[config.mk]
export PLATFORM = sky130hd
export DESIGN_NAME = serial_word_deserializer
export DESIGN_NICKNAME = d
export VERILOG_FILES = /design/src/rtl/serial_word_deserializer.sv
export SDC_FILE = /design/constraint.sdc
export NUM_CORES = 1
export LEC_CHECK = 0
export CORE_MARGIN = 2
export CORE_UTILIZATION = 25
export CTS_CLUSTER_SIZE = 25
export DETAILED_ROUTE_END_ITERATION = 8
export PLACE_DENSITY = 0.45
export SYNTH_ARGS = -nofsm -noshare
export SYNTH_HDL_FRONTEND = slang
export SYNTH_SLANG_ARGS = --single-unit
[constraint.sdc]
create_clock -name clk -period 3.6 [get_ports clk]
set_clock_uncertainty 0.2 [all_clocks]
set_input_delay 0.54 -clock clk [delete_from_list [all_inputs] [get_ports clk]]
set_output_delay 0.54 -clock clk [all_outputs]
set_load 0.05 [all_outputs]
[src/rtl/serial_word_deserializer.sv]
// Serial-to-parallel word assembler with a one-entry output register.
// A frame begins on a bit flagged frame_start. Its dir value picks MSB-first
// or LSB-first order for the whole frame. After WIDTH accepted bits, the word
// moves to the output register, or it is dropped and overflow is flagged when
// the previous word has not been consumed.
module serial_word_deserializer #(
   parameter int WIDTH = 8
) (
   input  logic             clk,
   input  logic             rst,
   input  logic             bit_valid,
   input  logic             bit_in,
   input  logic             frame_start,
   input  logic             dir,
   output logic [WIDTH-1:0] word_out,
   output logic             word_valid,
   input  logic             word_ready,
   output logic             busy,
   output logic             overflow,
   output logic             framing_err,
   input  logic             err_clr
);

   localparam int CW = $clog2(WIDTH + 1);

   typedef enum logic {IDLE, SHIFT} state_t;

   state_t           state_reg, state_next;
   logic [CW-1:0]    cnt_reg, cnt_next;
   logic             dir_reg, dir_next;
   logic [WIDTH-1:0] acc_reg, acc_next;
   logic [WIDTH-1:0] word_reg, word_next;
   logic             valid_reg, valid_next;
   logic             ovf_reg, ovf_next;
   logic             ferr_reg, ferr_next;

   logic             restart, take_bit, ferr_set, complete, load;
   logic             shift_dir;
   logic [WIDTH-1:0] shift_base, shift_msb, shift_lsb, acc_shift;

   // A frame_start bit always restarts, and counts as bit 1. Only a plain bit
   // arriving in SHIFT can be the last one, so a restart never completes a word.
   assign restart   = bit_valid && frame_start;
   assign take_bit  = bit_valid && !frame_start && (state_reg == SHIFT);
   assign ferr_set  = restart && (state_reg == SHIFT);
   assign complete  = take_bit && (cnt_reg == CW'(WIDTH - 1));
   assign load      = complete && (!valid_reg || word_ready);

   // A restart shifts into a cleared accumulator and uses the live dir input.
   assign shift_base = restart ? '0 : acc_reg;
   assign shift_dir  = restart ? dir : dir_reg;

   // Shift datapath, built one bit at a time.
   // MSB-first: shift toward the MSB and insert the new bit at bit 0.
   // LSB-first: shift toward the LSB and insert the new bit at bit WIDTH-1.
   for (genvar gi = 0; gi < WIDTH; gi++) begin : g_shift
      if (gi == 0) begin : g_lo
         assign shift_msb[gi] = bit_in;
      end else begin : g_lo
         assign shift_msb[gi] = shift_base[gi-1];
      end
      if (gi == WIDTH - 1) begin : g_hi
         assign shift_lsb[gi] = bit_in;
      end else begin : g_hi
         assign shift_lsb[gi] = shift_base[gi+1];
      end
   end

   assign acc_shift = shift_dir ? shift_lsb : shift_msb;

   // Next-state logic: frame sequencing, output register handoff and sticky flags.
   always_comb begin
      state_next = state_reg;
      cnt_next   = cnt_reg;
      dir_next   = dir_reg;
      acc_next   = acc_reg;
      word_next  = word_reg;
      valid_next = valid_reg;

      if (restart) begin
         state_next = SHIFT;
         cnt_next   = CW'(1);
         dir_next   = dir;
         acc_next   = acc_shift;
      end else if (take_bit) begin
         acc_next = acc_shift;
         if (complete) begin
            state_next = IDLE;
            cnt_next   = '0;
         end else begin
            cnt_next = cnt_reg + CW'(1);
         end
      end

      // A reload in the same cycle as a transfer keeps word_valid high.
      if (load) begin
         word_next  = acc_shift;
         valid_next = 1'b1;
      end else if (valid_reg && word_ready) begin
         valid_next = 1'b0;
      end

      // Setting a flag takes priority over err_clr in the same cycle.
      ovf_next  = (complete && !load) || (ovf_reg && !err_clr);
      ferr_next = ferr_set || (ferr_reg && !err_clr);
   end

   // State register. Reset discards any partial frame and any pending word.
   always_ff @(posedge clk) begin
      if (rst) begin
         state_reg <= IDLE;
         cnt_reg   <= '0;
         dir_reg   <= 1'b0;
         acc_reg   <= '0;
         word_reg  <= '0;
         valid_reg <= 1'b0;
         ovf_reg   <= 1'b0;
         ferr_reg  <= 1'b0;
      end else begin
         state_reg <= state_next;
         cnt_reg   <= cnt_next;
         dir_reg   <= dir_next;
         acc_reg   <= acc_next;
         word_reg  <= word_next;
         valid_reg <= valid_next;
         ovf_reg   <= ovf_next;
         ferr_reg  <= ferr_next;
      end
   end

   assign word_out    = word_reg;
   assign word_valid  = valid_reg;
   assign busy        = (state_reg == SHIFT);
   assign overflow    = ovf_reg;
   assign framing_err = ferr_reg;

endmodule

=== Yosys cells after proc, flatten, opt, wreduce, memory -nomap -nowiden ===
Cells that the tools add are included.

* Add/subtract/negate cells: 1
* Equal/unequal tests: 1
* Mux-type cells: 13
* Reduce and logical (&&, ||, !) cells: 22

{| class="wikitable"
|+ Operators by type and width
! kind !! count
|-
| 2-to-1 mux 8 bit || 4
|-
| logical AND 1 bit || 10
|-
| 2-to-1 mux 1 bit || 8
|-
| nonzero test 2 bit || 3
|-
| adder 4 x 1 -> 4 bit, second input constant || 1
|-
| equality test 4 x 3 -> 1 bit, second input constant || 1
|-
| zero test 1 bit || 4
|-
| 2-to-1 mux 4 bit || 1
|-
| logical OR 1 bit || 3
|-
| AND reduction 2 bit || 1
|-
| OR reduction 2 bit || 1
|}

* Bits in registers: 25
* Bits of input ports: 8
* Output and inout port bits: 12

=== Logic depth before layout (Yosys ltp) ===
Gate-level depths: netlist (run 1).

* Word-level depth: 8
* Mapped depth: 7
* Gate-level depth less buffers: 5

=== Least setup slack after synthesis (run 1) ===
No wires, ideal clock.

* Kind: flip-flop to flip-flop
* Start point: register state_reg (netlist: busy)
* End point: register cnt_reg[3]
* Setup time: 0.079 ns
* Arrival: 1.719 ns
* Required time: 3.321 ns
* Setup slack: 1.602 ns
* Stages on the path, launching flop included: 7
* Path buffers: 2
* Clock period less this slack: 1.998 ns
* Path through: dfxtp_1 -> buf_6 -> and3b_1 -> buf_6 -> nand4_2 -> or3_1 -> a211oi_2

* Word-level cells in the longest chain between the ends: 3

{| class="wikitable"
|+ RTL lines
! element !! RTL line !! RTL
|-
| start: declaration || 28 || <nowiki>state_t state_reg, state_next;</nowiki>
|-
| start signal: assignment || 120 || <nowiki>state_reg <= state_next;</nowiki>
|-
| logical AND 1 bit * || 44 || <nowiki>assign take_bit = bit_valid && !frame_start && (state_reg == SHIFT);</nowiki>
|-
| logical AND 1 bit || 46 || <nowiki>assign complete = take_bit && (cnt_reg == CW'(WIDTH - 1));</nowiki>
|-
| 2-to-1 mux 4 bit || 87 || <nowiki>if (complete) begin</nowiki>
|-
| end signal: assignment || 121 || <nowiki>cnt_reg <= cnt_next;</nowiki>
|-
| end: declaration || 29 || <nowiki>logic [CW-1:0] cnt_reg, cnt_next;</nowiki>
|}

Mark *: on every way between the ends. The rest lies on a longest branch, timed or not.
A chain may end at the register's enable or synchronous reset.

=== Worst setup path in the final report (run 1) ===
* Start point: input bit_valid
* End point: register word_reg[6] (netlist: word_out[6])

* Word-level cells in the longest chain between the ends: 4
* Elaborated cells on any way between the ends: 8
* Classes of those cells: 3 x mux; 5 x reduce/logical

{| class="wikitable"
|+ RTL lines
! element !! RTL line !! RTL
|-
| start: declaration || 11 || <nowiki>input logic bit_valid,</nowiki>
|-
| logical AND 1 bit (2 in a row) || 44 ||
|-
| logical AND 1 bit || 46 ||
|-
| logical AND 1 bit || 47 || <nowiki>assign load = complete && (!valid_reg || word_ready);</nowiki>
|-
| end signal: assignment || 124 || <nowiki>word_reg <= word_next;</nowiki>
|-
| end: declaration || 32 || <nowiki>logic [WIDTH-1:0] word_reg, word_next;</nowiki>
|}

Several ways; a longest one is shown, not always the timed one.

==> results of run 1 <==
-- routing by layer --
layer  vias to the layer above  part of all wire  track usage
met3                         2             0.030       0.0157
met1                       428              0.53        0.154
met2                        17              0.42        0.154
li1                        467                 -            -
met5                         -                 0            0
met4                         0             0.015       0.0566
-- how the worst min path moves through the flow --
stage | start | cells past startpoint | to | slack [ns]
3_5_place_dp | word_out[4] | 2 | word_out[4] | 0.25
2_1_floorplan | cnt_reg[3] | 2 | cnt_reg[3] | 0.25
4_1_cts | word_out[1] | 2 | word_out[1] | 0.26
3_3_place_gp | word_out[6] | 2 | word_out[6] | 0.25
6_report | word_out[1] | 2 | word_out[1] | 0.26
5_1_grt | word_out[4] | 2 | word_out[4] | 0.29
-- placed cells by master, fill, tap and decap left out --
cell,count
sky130_fd_sc_hd__o2bb2ai_1,1
sky130_fd_sc_hd__clkbuf_8,3
sky130_fd_sc_hd__o21ai_2,1
sky130_fd_sc_hd__ha_1,1
sky130_fd_sc_hd__a32oi_1,4
sky130_fd_sc_hd__a22oi_1,3
sky130_fd_sc_hd__clkbuf_1,1
sky130_fd_sc_hd__dfxtp_1,25
sky130_fd_sc_hd__a21o_2,1
sky130_fd_sc_hd__nand2_1,15
sky130_fd_sc_hd__o21ai_0,2
sky130_fd_sc_hd__and3b_1,2
sky130_fd_sc_hd__mux2i_1,8
sky130_fd_sc_hd__nand4_2,1
sky130_fd_sc_hd__mux2_2,2
sky130_fd_sc_hd__inv_1,1
sky130_fd_sc_hd__nand4_1,1
sky130_fd_sc_hd__nor3_1,4
sky130_fd_sc_hd__a311oi_1,1
sky130_fd_sc_hd__a211oi_2,1
sky130_fd_sc_hd__nand3_2,1
sky130_fd_sc_hd__clkdlybuf4s50_1,19
sky130_fd_sc_hd__nand4b_1,1
sky130_fd_sc_hd__nor2b_1,1
sky130_fd_sc_hd__a21oi_1,13
sky130_fd_sc_hd__nand2b_1,1
sky130_fd_sc_hd__and3_2,1
sky130_fd_sc_hd__nand3_1,2
sky130_fd_sc_hd__and2_2,1
sky130_fd_sc_hd__or3_1,2
sky130_fd_sc_hd__nor2_1,18
-- kinds of logic after synthesis --
kind of cell               Yosys count  synth area share
muxes                               10            0.0915
adders and majority gates            1            0.0112
buffers and inverters               11            0.0681
AOI/OAI and AO/OA                   27             0.161
DFF                                 25             0.446
and+or+nand+nor                     51             0.222
-- worst reg2reg max path, cell delays in order, from the launching register on --
cell and delay (ns):
sky130_fd_sc_hd__dfxtp_1 0.53, sky130_fd_sc_hd__and3b_1 0.41, sky130_fd_sc_hd__nand3_2 0.23, sky130_fd_sc_hd__or3_1 0.39
sky130_fd_sc_hd__a21oi_1 0.12
-- through the flow --
step | util | power, mW | std cells | area [µm²] | worst slack (ns)
final | 0.312 | 0.492 | 190 | 1350 | 1.17
after CTS | 0.312 | 0.500 | 190 | 1350 | 1.16
after floorplan | - | 0.322 | 125 | 1120 | 1.60
after global placement | 0.302 | 0.333 | 186 | 1300 | 0.967
after detailed placement | 0.302 | 0.332 | 186 | 1300 | 0.894
after global routing | 0.312 | 0.516 | 190 | 1350 | 1.00
-- power by group --
group          switching, mW  internal (mW)  leakage [nW]
logic                 0.0238         0.0169         0.241
clock network         0.0872         0.0791        0.0228
registers            0.00563          0.280         0.202
-- area by class of cell --
class	count	area (µm²)	share of cell area
multi-input combinational	89	544	0.404
sequential	25	500	0.371
timing repair buffer	19	190	0.141
tap	52	65.1	0.0482
clock buffer	4	45.0	0.0334
inverter	1	3.75	0.00278
==> run_summary.xml, run 1 <==
<?xml version="1.0" encoding="UTF-8"?>
<metrics>
  <group name="worst_setup_path">
    <metric name="cp_data_required_time" unit="ns">3.58</metric>
    <metric name="timing.critical_path.cells" unit="">clkdlybuf4s50_1 -&gt; and3b_1 -&gt; nand3_2 -&gt; or3_1 -&gt; a21oi_1</metric>
    <metric name="worstReg2RegStart" unit="">busy</metric>
    <metric name="critPathLaunch" unit="">bit_valid</metric>
    <metric name="ff2ff_path_depth" unit="">4</metric>
    <metric name="cp.buffers_inverters" unit="">1</metric>
    <metric name="critical_path_cell_count" unit="">5</metric>
    <metric name="timing.critical_path.slowest_cell_delay" unit="ns">0.71</metric>
    <metric name="crit_arrival" unit="ns">2.41</metric>
    <metric name="setup.worst_path.class" unit="">in -&gt; reg</metric>
    <metric name="endpoint_kind" unit="">flip-flop</metric>
    <metric name="worstPathMaxFanout" unit="">12</metric>
    <metric name="worst-r2r-setup-slack" unit="ns">1.64</metric>
    <metric name="cell_with_the_largest_stage_delay_on_the_worst_path" unit="">sky130_fd_sc_hd__clkdlybuf4s50_1</metric>
    <metric name="path_delay_family" unit="">simple AND/OR/NAND/NOR gates</metric>
    <metric name="critical_path_start_type" unit="">input pin</metric>
    <metric name="regToRegEndpoint" unit="">word_out[6]</metric>
    <metric name="crit_path_end" unit="">word_out[6]</metric>
  </group>
  <group name="routing">
    <metric name="total_number_of_vias" unit="">914</metric>
    <metric name="detailedRoute.firstIterationViolations" unit="">42</metric>
    <metric name="drt-wirelength-per-cell" unit="µm">13.3</metric>
    <metric name="routed_via_density" unit="">4.81</metric>
    <metric name="totalWireLength" unit="mm">2.52</metric>
    <metric name="antenna_violating_nets_post_route" unit="">0</metric>
    <metric name="drt_drc_violations_left" unit="">0</metric>
    <metric name="detailedRoute.firstPassIterationCount" unit="">4</metric>
  </group>
  <group name="power_and_ir_drop">
    <metric name="pwr_density_cell" unit="nW/µm²">365</metric>
    <metric name="power_leakage" unit="nW">0.466</metric>
    <metric name="worst_ir_drop_vdd" unit="µV">129</metric>
  </group>
  <group name="die">
    <metric name="fp.dieW" unit="µm">71.0</metric>
    <metric name="initial_core_util" unit="">0.259</metric>
    <metric name="fp.coreArea" unit="µm²">4320</metric>
    <metric name="fp.dieArea" unit="µm²">5040</metric>
    <metric name="io_pins" unit="">20</metric>
    <metric name="chipHeight" unit="µm">71.0</metric>
    <metric name="floorplan.rows" unit="">24</metric>
  </group>
  <group name="timing">
    <metric name="clock.fmax" unit="GHz">0.411</metric>
    <metric name="rsz0062_at_grt" unit="">no</metric>
    <metric name="whs" unit="ns">0.257</metric>
    <metric name="worst_slew_pin_slew" unit="ns">0.960</metric>
    <metric name="slew_violations" unit="">0</metric>
    <metric name="final-setup-viol-count" unit="">0</metric>
    <metric name="worst_slew_margin_rel" unit="">0.358</metric>
    <metric name="setup-tns-final" unit="ns">0</metric>
    <metric name="report.final.hold_viol_count" unit="">0</metric>
    <metric name="min_tclk_post_route" unit="ns">2.43</metric>
    <metric name="finalCritPeriodShare" unit="">0.675</metric>
  </group>
  <group name="run_status">
    <metric name="result_of_the_run" unit="">completed</metric>
  </group>
  <group name="synth">
    <metric name="synthesized_cell_area" unit="µm²">1120</metric>
    <metric name="yosys-top-cells-area" unit="">sky130_fd_sc_hd__dfxtp_1 (45%), sky130_fd_sc_hd__mux2i_1 (7.1%), sky130_fd_sc_hd__nor2_1 (6.0%), sky130_fd_sc_hd__a21oi_1 (5.8%), sky130_fd_sc_hd__nand2_1 (5.0%)</metric>
    <metric name="seq_area_frac_synth" unit="">0.446</metric>
    <metric name="syn-mean-instance-area" unit="µm²">8.97</metric>
    <metric name="synthesis.nets" unit="">134</metric>
    <metric name="synthDominantAreaCellType" unit="">sky130_fd_sc_hd__dfxtp_1</metric>
    <metric name="ys.warnings.count" unit="">0</metric>
    <metric name="yosys-top-cells-count" unit="">sky130_fd_sc_hd__dfxtp_1 (25), sky130_fd_sc_hd__nor2_1 (18), sky130_fd_sc_hd__nand2_1 (15), sky130_fd_sc_hd__a21oi_1 (13), sky130_fd_sc_hd__mux2i_1 (8)</metric>
    <metric name="yosys.area.top_type_share" unit="">0.446</metric>
    <metric name="synth.lib_cells_used.distinct" unit="">32</metric>
    <metric name="syn_inst" unit="">125</metric>
    <metric name="postSynth.asyncResetShare" unit="">0</metric>
    <metric name="ys_ff_latch" unit="">25</metric>
    <metric name="synth-edff-count" unit="">0</metric>
    <metric name="most_frequent_cell_after_synthesis" unit="">sky130_fd_sc_hd__dfxtp_1</metric>
    <metric name="synth-main-ff-cell" unit="">sky130_fd_sc_hd__dfxtp_1</metric>
  </group>
  <group name="grt">
    <metric name="grt_pass1_vias" unit="">865</metric>
    <metric name="grt_max_degree" unit="">26</metric>
    <metric name="global_route.overflow_total" unit="">0</metric>
    <metric name="grt_use_total" unit="">0.107</metric>
    <metric name="grt_antenna_before_repair" unit="">0</metric>
    <metric name="first_pass_grt_wire_length" unit="mm">4.27</metric>
  </group>
  <group name="place">
    <metric name="place.detailed.hpwl" unit="mm">1.81</metric>
    <metric name="place_congestion" unit="">0.861</metric>
    <metric name="portBuffers" unit="">19</metric>
  </group>
  <group name="clock_tree">
    <metric name="cts_setup_buffers" unit="">0</metric>
    <metric name="clk_pin_slew" unit="ns">0.08</metric>
    <metric name="clk_path_buf_depth" unit="">2</metric>
    <metric name="numCtsBuffers" unit="">3</metric>
    <metric name="clock-root-buffer" unit="">sky130_fd_sc_hd__clkbuf_8</metric>
    <metric name="clock_tree.htree_level_count" unit="">1</metric>
    <metric name="clock_tree_from_tritoncts" unit="">done</metric>
    <metric name="clock-sinks" unit="">25</metric>
    <metric name="postCtsHoldBufs" unit="">0</metric>
    <metric name="cts-resized-gates" unit="">0</metric>
    <metric name="clkLatencyLatePin" unit="ns">0.27</metric>
  </group>
  <group name="final_layout">
    <metric name="flow.area_growth_from_synthesis" unit="%">20.3</metric>
    <metric name="finalNetCount" unit="">148</metric>
    <metric name="final_layout_size_suffix_gt1_frac" unit="">0.0870</metric>
    <metric name="antennaDiodeCount" unit="">0</metric>
    <metric name="final.fill_count" unit="">483</metric>
  </group>
  <group name="run">
    <metric name="max_cap_violations" unit="">0</metric>
  </group>
  <group name="worst_hold_path">
    <metric name="min_delay_worst_type" unit="">reg -&gt; reg</metric>
  </group>
</metrics>
No activity file was read; power rests on OpenSTA's default activity.
==> run 2, diff against run 1 <==
==> constraint.sdc (replaced) <==
create_clock -name clk -period 2.4 [get_ports clk]
set_clock_uncertainty 0.2 [all_clocks]
set_input_delay 0.36 -clock clk [delete_from_list [all_inputs] [get_ports clk]]
set_output_delay 0.36 -clock clk [all_outputs]
set_load 0.05 [all_outputs]
==> run 2 against run 1 <==
Compared with the run above: hold slack better by 0.0056 ns; critical endpoint is now overflow; sequential power grew 49%; global-route usage shrank 0.12 points; cell area increased by 2.9%; first-iteration DRC count is 14% higher; highest routed layer unchanged; sequential share of layout area down 1.0 points; critical path depth is 4 lower; power increased by 51%.
==> run_summary.xml, run 2 (synthesis gave the netlist of run 1 again) <==
<?xml version="1.0" encoding="UTF-8"?>
<metrics>
  <group name="die">
    <metric name="fp.coreArea" unit="µm²">4320</metric>
    <metric name="fp.dieW" unit="µm">71.0</metric>
    <metric name="fp.dieArea" unit="µm²">5040</metric>
    <metric name="floorplan.rows" unit="">24</metric>
    <metric name="io_pins" unit="">20</metric>
    <metric name="initial_core_util" unit="">0.259</metric>
    <metric name="chipHeight" unit="µm">71.0</metric>
  </group>
  <group name="power_and_ir_drop">
    <metric name="worst_ir_drop_vdd" unit="µV">164</metric>
    <metric name="power_leakage" unit="nW">0.494</metric>
    <metric name="pwr_density_cell" unit="nW/µm²">537</metric>
  </group>
  <group name="final_layout">
    <metric name="final.fill_count" unit="">479</metric>
    <metric name="seq_area" unit="µm²">500</metric>
    <metric name="finalNetCount" unit="">153</metric>
    <metric name="antennaDiodeCount" unit="">0</metric>
    <metric name="mostFrequentLayoutCells" unit="">sky130_fd_sc_hd__dfxtp_1 (25), sky130_fd_sc_hd__clkdlybuf4s50_1 (19), sky130_fd_sc_hd__nor2_1 (18), sky130_fd_sc_hd__nand2_1 (15), sky130_fd_sc_hd__a21oi_1 (13)</metric>
    <metric name="layout.cells.most_common" unit="">sky130_fd_sc_hd__dfxtp_1</metric>
    <metric name="final_layout_size_suffix_gt1_frac" unit="">0.126</metric>
    <metric name="fin_util" unit="">0.321</metric>
    <metric name="flow.area_growth_from_synthesis" unit="%">23.8</metric>
    <metric name="multi_input_area" unit="µm²">544</metric>
  </group>
  <group name="clock_tree">
    <metric name="clock-sinks" unit="">25</metric>
    <metric name="postCtsHoldBufs" unit="">0</metric>
    <metric name="clock_tree.htree_level_count" unit="">1</metric>
    <metric name="numCtsBuffers" unit="">3</metric>
    <metric name="clock_tree_from_tritoncts" unit="">done</metric>
    <metric name="clk_pin_slew" unit="ns">0.09</metric>
    <metric name="cts_setup_buffers" unit="">0</metric>
    <metric name="clkLatencyLatePin" unit="ns">0.26</metric>
    <metric name="clk_path_buf_depth" unit="">2</metric>
    <metric name="clock-root-buffer" unit="">sky130_fd_sc_hd__clkbuf_8</metric>
    <metric name="cts-resized-gates" unit="">0</metric>
  </group>
  <group name="worst_setup_path">
    <metric name="timing.critical_path.slowest_cell_delay" unit="ns">0.80</metric>
    <metric name="worst-r2r-setup-slack" unit="ns">0.54</metric>
    <metric name="worstPathMaxFanout" unit="">2</metric>
    <metric name="timing.critical_path.cells" unit="">clkdlybuf4s50_1</metric>
    <metric name="crit_arrival" unit="ns">1.41</metric>
    <metric name="cell_with_the_largest_stage_delay_on_the_worst_path" unit="">sky130_fd_sc_hd__clkdlybuf4s50_1</metric>
    <metric name="endpoint_kind" unit="">output pin</metric>
    <metric name="crit_path_end" unit="">overflow</metric>
    <metric name="critPathLaunch" unit="">overflow</metric>
    <metric name="path_delay_family" unit="">buffers and inverters</metric>
    <metric name="cp.buffers_inverters" unit="">1</metric>
    <metric name="critical_path_start_type" unit="">flip-flop</metric>
    <metric name="worstReg2RegStart" unit="">cnt_reg[0]</metric>
    <metric name="cp_data_required_time" unit="ns">1.84</metric>
    <metric name="critical_path_cell_count" unit="">1</metric>
    <metric name="ff2ff_path_depth" unit="">5</metric>
    <metric name="setup.worst_path.class" unit="">reg -&gt; out</metric>
    <metric name="regToRegEndpoint" unit="">word_out[6]</metric>
  </group>
  <group name="run_status">
    <metric name="result_of_the_run" unit="">completed</metric>
  </group>
  <group name="grt">
    <metric name="grt_max_degree" unit="">26</metric>
    <metric name="grt_pass1_vias" unit="">866</metric>
    <metric name="grt_antenna_before_repair" unit="">0</metric>
    <metric name="global_route.overflow_total" unit="">0</metric>
    <metric name="first_pass_grt_wire_length" unit="mm">4.26</metric>
    <metric name="grt_use_total" unit="">0.106</metric>
  </group>
  <group name="place">
    <metric name="place_congestion" unit="">0.814</metric>
    <metric name="place.detailed.hpwl" unit="mm">1.87</metric>
    <metric name="portBuffers" unit="">19</metric>
  </group>
  <group name="timing">
    <metric name="finalCritPeriodShare" unit="">0.822</metric>
    <metric name="clock.fmax" unit="GHz">0.507</metric>
    <metric name="final-setup-viol-count" unit="">0</metric>
    <metric name="min_tclk_post_route" unit="ns">1.97</metric>
    <metric name="rsz0062_at_grt" unit="">no</metric>
    <metric name="worst_slew_margin_rel" unit="">0.647</metric>
    <metric name="setup-tns-final" unit="ns">0</metric>
    <metric name="report.final.hold_viol_count" unit="">0</metric>
    <metric name="slew_violations" unit="">0</metric>
    <metric name="worst_slew_pin_slew" unit="ns">0.529</metric>
  </group>
  <group name="routing">
    <metric name="detailedRoute.firstIterationViolations" unit="">48</metric>
    <metric name="totalWireLength" unit="mm">2.48</metric>
    <metric name="total_number_of_vias" unit="">925</metric>
    <metric name="detailedRoute.firstPassIterationCount" unit="">4</metric>
    <metric name="antenna_violating_nets_post_route" unit="">0</metric>
    <metric name="routed_via_density" unit="">4.74</metric>
    <metric name="drt_drc_violations_left" unit="">0</metric>
    <metric name="drt-wirelength-per-cell" unit="µm">12.7</metric>
  </group>
  <group name="run">
    <metric name="max_cap_violations" unit="">0</metric>
  </group>
  <group name="worst_hold_path">
    <metric name="min_delay_worst_type" unit="">reg -&gt; reg</metric>
  </group>
</metrics>
run 2: changes by cell type in the layout (fill, tap and decap cells not counted), sizes merged:
cell    change
buf         +5
clkinv      +1
clkbuf      -1
run 2: per-stage QoR:
stage          std cells  setup WS, ns  cell area (µm²)  total power, mW  hold WS, ns
3_3_place_gp         191         0.327             1340            0.505        0.252
3_5_place_dp         191         0.324             1340            0.505        0.253
6_report             195         0.426             1390            0.745        0.262
2_1_floorplan        125         0.402             1120            0.482        0.252
5_1_grt              195         0.357             1390            0.786        0.284
4_1_cts              195         0.407             1390            0.752        0.266
run 2: metal layers:
metal  vias up  track usage  share of wire
li1        477            -              -
met1       423        0.153           0.52
met2        21        0.151           0.43
met3         4       0.0199          0.032
met4         0       0.0503          0.021
met5         -            0              0
run 2: worst min path at each step:
stage,from,to,slack (ns),cells after the start
floorplan,cnt_reg[3],cnt_reg[3],0.25,2
CTS,word_out[6],word_out[6],0.27,2
global placement,word_out[1],word_out[1],0.25,2
global route,word_out[4],word_out[4],0.28,2
finish,word_out[6],word_out[6],0.26,2
detailed placement,word_out[6],word_out[6],0.25,2
run 2: final cells by class:
cell class,count,area share
Inverter,1,0.00271
Clock buffer,3,0.0298
Clock inverter,1,0.00361
Timing Repair Buffer,24,0.164
Tap cell,52,0.0469
Multi-Input combinational cell,89,0.392
Sequential cell,25,0.361
run 2: where the power goes:
group	total, mW	internal, mW	switching (mW)
combinational	0.0694	0.0304	0.0390
sequential	0.426	0.420	0.00596
clock	0.250	0.116	0.134
total	0.745	0.566	0.179
